**src/rtl/rvga_types_pkg.sv**
```systemverilog
// Shared rvga pipeline types: register index, stall-sequencer state, per-stage control bundle.
// Latency: n/a (types and pure functions only).
// Backpressure: n/a.
package rvga_types;

    // Architectural register index (x0..x31).
    typedef logic [4:0] rvga_reg;

    // Stall sequencer states: free-running, waiting on dmem, waiting on a
    // multi-cycle op, or waiting on dmem while a multi-cycle op is outstanding.
    typedef enum logic [1:0] {
        RUN         = 2'd0,
        MEM_WAIT    = 2'd1,
        MC_WAIT     = 2'd2,
        MC_MEM_WAIT = 2'd3
    } pipe_ctrl_state_e;

    // Control bundle driven into one stage register.
    typedef struct packed {
        logic stall;
        logic bubble;
        logic flush;
    } stage_ctrl_s;

    localparam stage_ctrl_s STAGE_CTRL_IDLE = '{stall: 1'b0, bubble: 1'b0, flush: 1'b0};

    // True when a read source register is the given destination register.
    function automatic logic reg_hazard(input rvga_reg src, input logic src_v, input rvga_reg dst);
        return src_v && (src == dst);
    endfunction

endpackage

```
**src/rtl/pipeline_control_load_use_detect.sv**
```systemverilog
// Load-use hazard detect: load in execute writes a register the decode instruction reads.
// Latency: purely combinational, zero cycles.
// Backpressure: none; the result feeds the stall sequencer directly.
module load_use_detect
    import rvga_types::*;
(
    input  rvga_reg decode_rs1,
    input  logic    decode_rs1_v,
    input  rvga_reg decode_rs2,
    input  logic    decode_rs2_v,
    input  rvga_reg execute_rd,
    input  logic    execute_rd_w_v,
    input  logic    execute_load_v,
    output logic    load_use
);

    logic producer_v;

    // A load only creates a hazard if it really writes a non-x0 register.
    always_comb begin
        producer_v = execute_load_v && execute_rd_w_v && (execute_rd != '0);
        load_use   = producer_v &&
                     (reg_hazard(decode_rs1, decode_rs1_v, execute_rd) ||
                      reg_hazard(decode_rs2, decode_rs2_v, execute_rd));
    end

endmodule

```
**src/rtl/pipeline_control.sv**
```systemverilog
// Stall/flush sequencer for the five-stage rvga pipeline (load-use, dmem wait, multi-cycle op, redirect).
// Latency: control outputs combinational from state and inputs; state and perf counters update on clk_i.
// Backpressure: dmem wait stalls every stage, multi-cycle op stalls fetch..execute; optional perf counters with PIPE_CTRL_PERF_EN.
module pipeline_control
    import rvga_types::*;
#(
    parameter int PERF_W = 32
) (
    input  logic    clk_i,
    input  logic    reset_n_i,
    input  rvga_reg decode_rs1_i,
    input  rvga_reg decode_rs2_i,
    input  logic    decode_rs1_v_i,
    input  logic    decode_rs2_v_i,
    input  rvga_reg execute_rd_i,
    input  logic    execute_rd_w_v_i,
    input  logic    execute_load_v_i,
    input  logic    execute_mc_start_i,
    input  logic    execute_mc_done_i,
    input  logic    memory_req_v_i,
    input  logic    memory_ack_i,
    input  logic    redirect_v_i,
    output logic    stall_fetch_o,
    output logic    stall_decode_o,
    output logic    stall_execute_o,
    output logic    stall_memory_o,
    output logic    bubble_execute_o,
    output logic    bubble_memory_o,
    output logic    bubble_writeback_o,
    output logic    flush_decode_o,
    output logic    flush_execute_o
`ifdef PIPE_CTRL_PERF_EN
    ,
    output logic [PERF_W-1:0] perf_stall_cycles_o,
    output logic [PERF_W-1:0] perf_load_use_o,
    output logic [PERF_W-1:0] perf_flush_o
`endif
);

    pipe_ctrl_state_e state, state_nxt;
    logic             mem_busy;
    logic             mc_pending;
    logic             load_use;

    stage_ctrl_s ctrl_fetch;
    stage_ctrl_s ctrl_decode;
    stage_ctrl_s ctrl_execute;
    stage_ctrl_s ctrl_memory;
    stage_ctrl_s ctrl_writeback;

    load_use_detect u_load_use_detect (
        .decode_rs1     (decode_rs1_i),
        .decode_rs1_v   (decode_rs1_v_i),
        .decode_rs2     (decode_rs2_i),
        .decode_rs2_v   (decode_rs2_v_i),
        .execute_rd     (execute_rd_i),
        .execute_rd_w_v (execute_rd_w_v_i),
        .execute_load_v (execute_load_v_i),
        .load_use       (load_use)
    );

    // The ack cycle itself is not busy, so the memory stall length equals the wait length.
    assign mem_busy = memory_req_v_i && !memory_ack_i;

    // A multi-cycle op holds execute until done is seen. MC_MEM_WAIT is included so that a
    // dmem ack arriving before the op finishes does not let the unfinished op advance.
    assign mc_pending = !execute_mc_done_i &&
                        ((state == MC_WAIT) || (state == MC_MEM_WAIT) ||
                         ((state == RUN) && execute_mc_start_i));

    // State register.
    always_ff @(posedge clk_i or negedge reset_n_i) begin
        if (!reset_n_i) begin
            state <= RUN;
        end else begin
            state <= state_nxt;
        end
    end

    // Next-state: dmem wait nests inside a multi-cycle wait, never the other way round.
    always_comb begin
        state_nxt = state;
        unique case (state)
            RUN: begin
                if (mem_busy) begin
                    state_nxt = MEM_WAIT;
                end else if (execute_mc_start_i) begin
                    state_nxt = MC_WAIT;
                end
            end
            MEM_WAIT: begin
                if (memory_ack_i) begin
                    state_nxt = RUN;
                end
            end
            MC_WAIT: begin
                if (mem_busy) begin
                    state_nxt = MC_MEM_WAIT;
                end else if (execute_mc_done_i) begin
                    state_nxt = RUN;
                end
            end
            MC_MEM_WAIT: begin
                if (memory_ack_i) begin
                    state_nxt = MC_WAIT;
                end
            end
            default: state_nxt = RUN;
        endcase
    end

    // Output decode in priority order: dmem wait, multi-cycle op, redirect, load-use.
    // A redirect under a stall is simply dropped; it persists until the first unstalled cycle.
    always_comb begin
        ctrl_fetch     = STAGE_CTRL_IDLE;
        ctrl_decode    = STAGE_CTRL_IDLE;
        ctrl_execute   = STAGE_CTRL_IDLE;
        ctrl_memory    = STAGE_CTRL_IDLE;
        ctrl_writeback = STAGE_CTRL_IDLE;
        if (mem_busy) begin
            ctrl_fetch.stall      = 1'b1;
            ctrl_decode.stall     = 1'b1;
            ctrl_execute.stall    = 1'b1;
            ctrl_memory.stall     = 1'b1;
            ctrl_writeback.bubble = 1'b1;
        end else if (mc_pending) begin
            ctrl_fetch.stall   = 1'b1;
            ctrl_decode.stall  = 1'b1;
            ctrl_execute.stall = 1'b1;
            ctrl_memory.bubble = 1'b1;
        end else if (redirect_v_i) begin
            ctrl_decode.flush  = 1'b1;
            ctrl_execute.flush = 1'b1;
        end else if (load_use) begin
            ctrl_fetch.stall    = 1'b1;
            ctrl_decode.stall   = 1'b1;
            ctrl_execute.bubble = 1'b1;
        end
    end

    assign stall_fetch_o      = ctrl_fetch.stall;
    assign stall_decode_o     = ctrl_decode.stall;
    assign stall_execute_o    = ctrl_execute.stall;
    assign stall_memory_o     = ctrl_memory.stall;
    assign bubble_execute_o   = ctrl_execute.bubble;
    assign bubble_memory_o    = ctrl_memory.bubble;
    assign bubble_writeback_o = ctrl_writeback.bubble;
    assign flush_decode_o     = ctrl_decode.flush;
    assign flush_execute_o    = ctrl_execute.flush;

    // Bundle fields that no stage register consumes.
    logic unused_ctrl;
    assign unused_ctrl = ^{ctrl_fetch.bubble, ctrl_fetch.flush, ctrl_decode.bubble,
                           ctrl_memory.flush, ctrl_writeback.stall, ctrl_writeback.flush};

`ifdef PIPE_CTRL_PERF_EN
    logic [PERF_W-1:0] stall_cnt;
    logic [PERF_W-1:0] load_use_cnt;
    logic [PERF_W-1:0] flush_cnt;

    // Saturating event counters; they stick at all-ones rather than wrapping.
    always_ff @(posedge clk_i or negedge reset_n_i) begin
        if (!reset_n_i) begin
            stall_cnt    <= '0;
            load_use_cnt <= '0;
            flush_cnt    <= '0;
        end else begin
            if (stall_fetch_o && (stall_cnt != '1)) begin
                stall_cnt <= stall_cnt + 1'b1;
            end
            if (bubble_execute_o && (load_use_cnt != '1)) begin
                load_use_cnt <= load_use_cnt + 1'b1;
            end
            if (flush_decode_o && (flush_cnt != '1)) begin
                flush_cnt <= flush_cnt + 1'b1;
            end
        end
    end

    assign perf_stall_cycles_o = stall_cnt;
    assign perf_load_use_o     = load_use_cnt;
    assign perf_flush_o        = flush_cnt;
`else
    logic unused_perf_cfg;
    assign unused_perf_cfg = (PERF_W > 0);
`endif

endmodule

```
**config.mk**
```make
export PLATFORM = sky130hd
export DESIGN_NAME = pipeline_control
export DESIGN_NICKNAME = d
export VERILOG_FILES = /design/src/rtl/rvga_types_pkg.sv /design/src/rtl/pipeline_control_load_use_detect.sv /design/src/rtl/pipeline_control.sv
export SDC_FILE = /design/constraint.sdc
export NUM_CORES = 1
export LEC_CHECK = 0
export CAP_MARGIN = 10
export CELL_PAD_IN_SITES_DETAIL_PLACEMENT = 1
export CELL_PAD_IN_SITES_GLOBAL_PLACEMENT = 2
export CORE_MARGIN = 3
export CORE_UTILIZATION = 10
export DETAILED_ROUTE_END_ITERATION = 6
export GPL_TIMING_DRIVEN = 0
export PLACE_DENSITY_LB_ADDON = 0.1
export SLEW_MARGIN = 20
export SYNTH_ARGS = -nofsm -noshare
export SYNTH_HDL_FRONTEND = slang
export SYNTH_SLANG_ARGS = --single-unit
```
**constraint.sdc**
```tcl
create_clock -name clk_i -period 1.5 [get_ports clk_i]
set_input_delay 0.3 -clock clk_i [delete_from_list [all_inputs] [get_ports clk_i]]
set_output_delay 0.3 -clock clk_i [all_outputs]
set_load 0.02 [all_outputs]
```
Word-level counts from Yosys, hierarchy flattened
Index checks and enable logic that the tools add are counted.
- flip-flop bits (word level): 2
- bits in latches: 0
- bits in writable memories: 0
- ROM bits: 0
- input port bits: 26
- output and inout port bits: 9
- word-level logic and storage cells: 46
- memories kept: 0
- add/subtract/negate cells: 0
- $mul: 0
- divide/modulo/power cells: 0
- magnitude comparators: 0
- equality and inequality tests: 9
- shift-type cells: 0
- muxes and demuxes: 20
- bitwise operators: 0
- reductions and logical operators: 16
- operators with widths (operator ; count):
    $mux W2 ; 8
    $mux W1 ; 11
    $eq A5 B5 Y1 ; 2
    $logic_and A1 B1 Y1 ; 8
    $pmux W2 S4 ; 1
    $ne A3 B3 Y1 const B ; 2
    $reduce_bool A5 Y1 ; 1
    $eq A2 B2 Y1 const B ; 2
    $ne A2 B2 Y1 const B ; 2
    $reduce_and A4 Y1 ; 1
    $logic_or A1 B1 Y1 ; 3
    $eq A2 B1 Y1 const B ; 1
    $logic_not A1 Y1 ; 2
    $logic_not A2 Y1 ; 1

Depth between registers and ports, before layout
Gate-level depths: netlist of the first run.
- depth after elaboration: 8
- gate-level depth with buffers: 5
- mapped depth without buffers: 5

Cells and area by module
Synthesis of the first run repeated with hierarchy kept, for this count alone.
- cells, all modules: 37
- area total of the unflattened synthesis: 312.8 sq um
- modules (own cells, without submodules) (module ; instances ; cells each ; area each (sq um) ; sequential area each (sq um)):
    pipeline_control ; 1 ; 20 ; 177.7 ; 50.0
    load_use_detect ; 1 ; 17 ; 135.1 ; 0.0

Least setup slack after synthesis of the first run
No wires, ideal clock.
- kind: input-to-output
- from: in execute_rd_i[4]
- to: out stall_fetch_o
- arrival time: 1.467 ns
- required time: 1.200 ns
- setup slack: -0.267 ns
- stages: 5
- buffers on the path: 1
- cell sequence: xor2_1 > nor4_2 > a32oi_1 > o21ai_1 > buf_4
- word-level cells in the longest chain between the ends: 8
- elaborated cells on any way between the ends: 12
- those cells by class: eq/ne (2); mux (4); reduce/logical (6)
- ends and longest elaborated chain (element ; line ; text):
    from (decl) ; pipeline_control.sv:15 ; input rvga_reg execute_rd_i,
    $eq A5 B5 Y1 ; rvga_types_pkg.sv:29 ; return src_v && (src == dst);
    $logic_and A1 B1 Y1 ; rvga_types_pkg.sv:29 ;
    $logic_or A1 B1 Y1 ; pipeline_control_load_use_detect.sv:23 ; (reg_hazard(decode_rs1, decode_rs1_v, execute_rd) ||
    $logic_and A1 B1 Y1 * ; pipeline_control_load_use_detect.sv:22 ; load_use = producer_v &&
    $mux W1 * (4 in series) ; n/a ;
    to (decl) ; pipeline_control.sv:23 ; output logic stall_fetch_o,
Mark *: on every way between the ends. The rest lies on a longest branch, timed or not.

Final worst setup path of the first run
- from: in execute_rd_i[4]
- to: out stall_fetch_o
- word-level cells in the longest chain between the ends: 8
- elaborated cells on any way between the ends: 12
- those cells by class: eq/ne (2); mux (4); reduce/logical (6)
- ends and longest elaborated chain (element ; line ; text):
    $eq A5 B5 Y1 ; rvga_types_pkg.sv:29 ;
    $logic_and A1 B1 Y1 ; rvga_types_pkg.sv:29 ;
    $logic_or A1 B1 Y1 ; pipeline_control_load_use_detect.sv:23 ;
    $logic_and A1 B1 Y1 * ; pipeline_control_load_use_detect.sv:22 ;
    $mux W1 * ; pipeline_control.sv:134 ; end else if (load_use) begin
    $mux W1 * ; pipeline_control.sv:131 ; end else if (redirect_v_i) begin
    $mux W1 * ; pipeline_control.sv:126 ; end else if (mc_pending) begin
    $mux W1 * ; pipeline_control.sv:120 ; if (mem_busy) begin
Marks and branches as above.

==> reports/qor.yml, run 1 <==
syn-instance-count: 37
worst-path-stages: 6
r2r_start: "state[0]"
yosys.area.top_type: "xor2_1"
ys_seq_area_share_pct: 16.7
cts_tree: "done"
path_buf_inv: 3
drt_iter0_drc: 13
cp_slowest_cell: "or4_4"
crit_path_max_incr_delay_ps: 550
drt_pass1_iterations: 4
path_delay_family: "simple AND/OR/NAND/NOR gates"
highest-signal-layer: "met4"
routed-wl-met2_um: 485
drc: 0
syn-mean-instance-area_sq_um: 8.08
total_power_uw: 441
insertion_delay_ps: 220
io_buffer_count: 34
avgViaCountPerCell: 3.83
cp_common_cell: "buf_6"
hp-class: "primary input to asynchronous set/reset pin"
diodes: 0
routed-wl-met3_um: 112
clock-sinks: 2
track_usage_pct: 6.52
finalWeightedCongestion: 0.613
rsz0062_at_grt: "true"
synth-edff-count: 0
swShare_pct: 33.3
cts-buffers-inserted: 3
ir_worst_vdd_uv: 148
synth_warnings: 0
largest-register: "state"
drive_above_1_share_pct: 56.6
fp.dieH_um: 60.7
top_regs: "state x2"
worstPathRequired_ps: 1200
p_leak_nw: 0.358
finalNetCount: 104
period_minus_slack_ps: 1760
synth_cell_types: 20
die_w_um: 60.7
grt_pass1_wl_mm: 1.73
r2r_slack_ps: 500
pin_count: 35
maxSlewHeadroom_pct: 82.5
power_frac_seq_pct: 16.9
crit_chain: "buf_8, or4_4, o21ai_4, o21ai_2, buf_6, buf_6"
synth_top_area_share_pct: 23.4
area.growth.synth_to_final_pct: 162
final_max_slew_viol_count: 0
htree_num_levels: 1
final_cells: 107
pwr-share-comb_pct: 57.0
power.internal_uw: 294
final-setup-viol-count: 5
dpl-instance-area_sq_um: 689
layout_setup_ws_ps: -262
vias: 410
violations: "negative setup slack"
hold_viol: 0
crit_fanout: 3
num_rows: 19
clkPwrFrac_pct: 26.0
syn_nets: 63
post-place-ws_ps: -1190
dp_hpwl_mm: 1.02
start_util_pct: 10.7
maxCapViolations: 0
critPathCapture: "stall_fetch_o"
cts_max_path_buffers: 2
holdWs_ps: 241
r2r-end: "state[1]"
antenna_found_initial: 0
wl_met1_um: 505
worstSetupEndpointType: "primary output"
ys_ff_latch: 2
tightest_slew_ps: 260
largest_register_ffs: 2
power_density_nw_per_um2: 563
grt_overflow: 0
dieArea_sq_um: 3680
clkSlewWorstSetupHoldPaths_ps: 30
worstPathArrival_ps: 1460
clock_skew_ps: 4.36
synth_area_sq_um: 299
crit_type: "primary input to primary output"
design_area_sq_um: 783
status: "complete, but fails checks"
synth.area.top_cells: "xor2_1, dfrtp_1, buf_4, nor2_1, nor2b_1"
core-area_sq_um: 2810
dp.cells: 102
drtAntennaViolNets: 0
grt_max_degree: 6
detail_route.wl_per_cell_um: 10.5
cp-start-kind: "primary input"
rr_worst_depth: 4
ys.flop_type: "dfrtp_1"
final.period_utilization_pct: 117
ys_async_sr_fraction_pct: 100
cp-startpoint: "execute_rd_i[4]"
max_freq_ghz: 0.568
grt_pass1_vias: 416
p_switching_uw: 147
ctsRootBufferMaster: "clkbuf_4"
routed_wl_mm: 1.12
power groups by stage:
stage	combinational [mW]	sequential (mW)	clock, mW
finish	0.252	0.0748	0.115
global route	0.273	0.0762	0.132
CTS	0.243	0.0740	0.120
detailed placement	0.231	0.0707	0
global placement	0.230	0.0707	0
floorplan	0.101	0.0690	0
kinds of logic (layout without fill, tap and decap cells):
family | count (synthesis) | after routing | share of synthesized area (%)
buf+inv | 4 | 43 | 8.78
compound gates | 6 | 6 | 13.8
simple gates | 15 | 15 | 31.4
xor+xnor | 10 | 10 | 29.3
flops | 2 | 2 | 16.7
synthesized netlist by cell type, types with 2 or more instances:
| cell type | count |
|---|---|
| nor2b_1 | 3 |
| buf_4 | 3 |
| nor2_1 | 5 |
| dfrtp_1 | 2 |
| xor2_1 | 8 |
| xnor2_1 | 2 |
metrics by stage:
stage,TNS [ps],utilization [%]
after floorplan,-200,-
after global placement,-7650,24.6
after detailed placement,-7670,24.6
after CTS,-1050,26.6
after global routing,-1210,27.9
final,-816,27.9
layout make-up:
cell class / count / area [sq um]
multi-input cells: 31 / 317
repair buffers: 36 / 322
clock buffers: 3 / 22.5
well taps: 31 / 38.8
inverters: 1 / 3.75
plain buffers: 3 / 30.0
fillers: 341 / 2020
flip-flops and latches: 2 / 50.0
layout by cell type (no fill, tap or decap), drive strengths merged, types with 2 or more instances in the layout:
master,instances
clkdlybuf4s15,4
nor4,2
nor2,5
dfrtp,2
buf,20
and2,2
nor2b,3
dlygate4sd2,6
clkbuf,5
o21ai,2
xor2,8
xnor2,2
clkdlybuf4s50,6
layer usage:
layer  GRT usage, %  vias up
met5              0        -
met4           4.64        0
met3           1.70        2
li1               -      199
met1           8.16      181
met2           9.62       28
worst register-to-register path, stage by stage, from the launching register on:
cell and delay (ps):
dfrtp_1 390, buf_4 150, nor2_1 140, a21oi_1 80, a31oi_1 150
how the worst min path moves through the flow:
stage	to	cells after the start	slack [ps]	startpoint
after detailed placement	state[1]	1	470	reset_n_i
after floorplan	state[0]	0	4	reset_n_i
after global routing	state[0]	1	230	reset_n_i
final	state[0]	1	240	reset_n_i
after CTS	state[0]	1	240	reset_n_i
after global placement	state[0]	1	480	reset_n_i
timing repair:
item / in CTS / in global routing
setup endpoints to repair: 9 / 8
hold buffers: 0 / 0
gates resized for setup: 95 / 20
gates cloned: 0 / 0
setup buffers: 2 / 0
pin swaps: 12 / 11
Power figures use the tool's default switching activity.
==> inputs of run 2 (changes only) <==
--- a/config.mk
+++ b/config.mk
@@ -5,11 +5,12 @@
 export SDC_FILE = /design/constraint.sdc
 export NUM_CORES = 1
 export LEC_CHECK = 0
+export ABC_AREA = 1
 export CAP_MARGIN = 10
 export CELL_PAD_IN_SITES_DETAIL_PLACEMENT = 1
 export CELL_PAD_IN_SITES_GLOBAL_PLACEMENT = 2
-export CORE_MARGIN = 3
-export CORE_UTILIZATION = 10
+export CORE_MARGIN = 5
+export CORE_UTILIZATION = 11
 export DETAILED_ROUTE_END_ITERATION = 6
 export GPL_TIMING_DRIVEN = 0
 export PLACE_DENSITY_LB_ADDON = 0.1
==> run 2 against run 1 <==
  * The flow still finishes with violations (negative setup slack)
  * Utilization is 4.3 points lower
  * Routed wire length is 32% higher
  * Final cell count is 54% higher
  * Worst setup slack better by 220 ps
  * Power is 0.35% lower
  * Synthesized area is 32% higher
  * Combinational power hardly changed
  * Non-clock buffer count stayed put
  * First-iteration DRC count is 38% lower
  * Maximum frequency is 14% higher
  * Critical path type is now flip-flop to primary output
  * Critical endpoint unchanged
==> reports/qor.yml, run 2 <==
fp.dieH_um: 70.0
core-area_sq_um: 3420
drt_pass1_iterations: 4
syn-mean-instance-area_sq_um: 4.94
vias: 583
pin_count: 35
finalWeightedCongestion: 0.691
max_freq_ghz: 0.649
cts_tree: "done"
rsz0062_at_grt: "true"
grt_overflow: 0
crit_type: "flip-flop to primary output"
htree_num_levels: 1
seqCellArea_sq_um: 50.0
die_w_um: 70.0
antenna_found_initial: 0
crit_fanout: 4
maxCapViolations: 0
ys_seq_area_share_pct: 12.7
status: "complete, but fails checks"
grt_pass1_vias: 636
insertion_delay_ps: 220
synth_area_sq_um: 395
synth.area.top_cells: "nand2_1, inv_1, dfrtp_1, nor2_1, nor2_2"
top_regs: "state x2"
area.growth.synth_to_final_pct: 104
drt_iter0_drc: 8
dieArea_sq_um: 4890
largest_register_ffs: 2
synth_warnings: 0
start_util_pct: 11.6
ys.flop_type: "dfrtp_1"
cp-start-kind: "flip-flop"
drc: 0
worstPathArrival_ps: 1240
violations: "negative setup slack"
dp.cells: 160
ys_async_sr_fraction_pct: 100
clock-sinks: 2
syn_nets: 106
finalNetCount: 147
synth_commonest_cells: "nand2_1, inv_1, nor2_1, nor2_2"
worstPathRequired_ps: 1200
largest-register: "state"
avgViaCountPerCell: 3.53
diodes: 0
synth_most_common_cell: "nand2_1"
num_rows: 21
final_max_slew_viol_count: 0
final_cell_mix: "nand2_1, buf_2, inv_1, dlygate4sd2_1, inv_2"
final_cells: 165
period_minus_slack_ps: 1540
hp-class: "primary input to asynchronous set/reset pin"
layout_commonest_cell: "nand2_1"
synth_top_area_share_pct: 26.6
clkSlewWorstSetupHoldPaths_ps: 30
hold_viol: 0
grt_max_degree: 5
cts-buffers-inserted: 3
synth_cell_types: 13
drtAntennaViolNets: 0
drive_above_1_share_pct: 47.1
ir_worst_vdd_uv: 358
cts_max_path_buffers: 2
layout_setup_ws_ps: -40.6
yosys.area.top_type: "nand2_1"
routed_wl_mm: 1.48
clock_skew_ps: 1.31
final.period_utilization_pct: 103
final-setup-viol-count: 3
multi_input_area_sq_um: 295
worstSetupEndpointType: "primary output"
io_buffer_count: 34
syn-instance-count: 80
maxSlewHeadroom_pct: 85.9
power_density_nw_per_um2: 545
utilization_pct: 23.6
detail_route.wl_per_cell_um: 8.96
fillCellCount: 464
p_leak_nw: 0.473
tightest_slew_ps: 213
track_usage_pct: 6.08
dp_hpwl_mm: 1.32
synth-edff-count: 0
grt_pass1_wl_mm: 2.52
total_power_uw: 440
ys_ff_latch: 2
ctsRootBufferMaster: "clkbuf_4"
==> run 2: changes by cell type after synthesis, sizes merged, moves of 2 or more <==
cell,delta
nor4,-2
nor2,+9
nand3,+2
nand2,+31
nand4,+2
o21ai,-2
and2,-2
inv,+20
xnor2,-2
nor2b,-3
xor2,-8
==> run 2: through the flow <==
| stage | hold WS [ps] | cell area [sq um] | worst slack (ps) | setup TNS [ps] |
|---|---|---|---|---|
| 2_1_floorplan | 4.41 | 405 | -3.90 | -3.90 |
| 3_5_place_dp | 475 | 803 | -941 | -5920 |
| 4_1_cts | 238 | 798 | -36.8 | -87.7 |
| 3_3_place_gp | 470 | 803 | -937 | -5900 |
| 6_report | 242 | 807 | -40.6 | -73.0 |
| 5_1_grt | 243 | 807 | -110 | -365 |
==> run 2: layout make-up <==
type	count	share of cell area, %
inverters	21	10.1
clock buffers	3	2.79
repair buffers	36	34.0
flip-flops and latches	2	6.20
plain buffers	3	3.26
well taps	46	7.13
multi-input cells	54	36.6
==> run 2: critical path, cell delays in order (launching register included) <==
cell and delay, ps:
dfrtp_1 410, o21bai_4 180, nand2_4 90, inv_4 60, nand2_4 50, buf_6 110, buf_6 120
==> run 2: power breakdown <==
part	switching, mW	leakage [nW]	total (mW)	internal, mW
logic	0.127	0.436	0.250	0.123
clock network	0.0275	0.0138	0.115	0.0879
registers	0.0112	0.0236	0.0745	0.0634
==> run 2: repair_timing <==
action | 4_1_cts | 5_1_grt
setup buffers | 2 | 0
pin swaps | 25 | 13
hold buffers | 0 | 0
endpoints found under the setup margin | 9 | 7
gates resized for setup | 118 | 11
==> run 2: final timing paths <==
path                              start       endpoint  slack [ps]  depth (start not counted)
max                            state[1]  stall_fetch_o         -40                          6
min                           reset_n_i       state[0]         240                          1
max reg2reg                    state[0]       state[1]         640                          3
min reg2reg                    state[1]       state[1]         580                          1
max in group asynchronous     reset_n_i       state[1]        1140                          1
min in group clk_i         memory_ack_i       state[0]         440                          2
==> run 2: routing by layer <==
metal	global-route usage, %	up-vias	share of wire, %
met2	12.1	15	56
met4	1.91	0	0
met1	6.38	261	40
met3	1.00	0	3.9
li1	-	307	-
met5	0	-	0
==> run 2: cells by family after synthesis <==
kind of cell / share of synthesized area [%]
simple gates: 55.1
buf+inv: 25.6
compound gates: 6.65
flops: 12.7
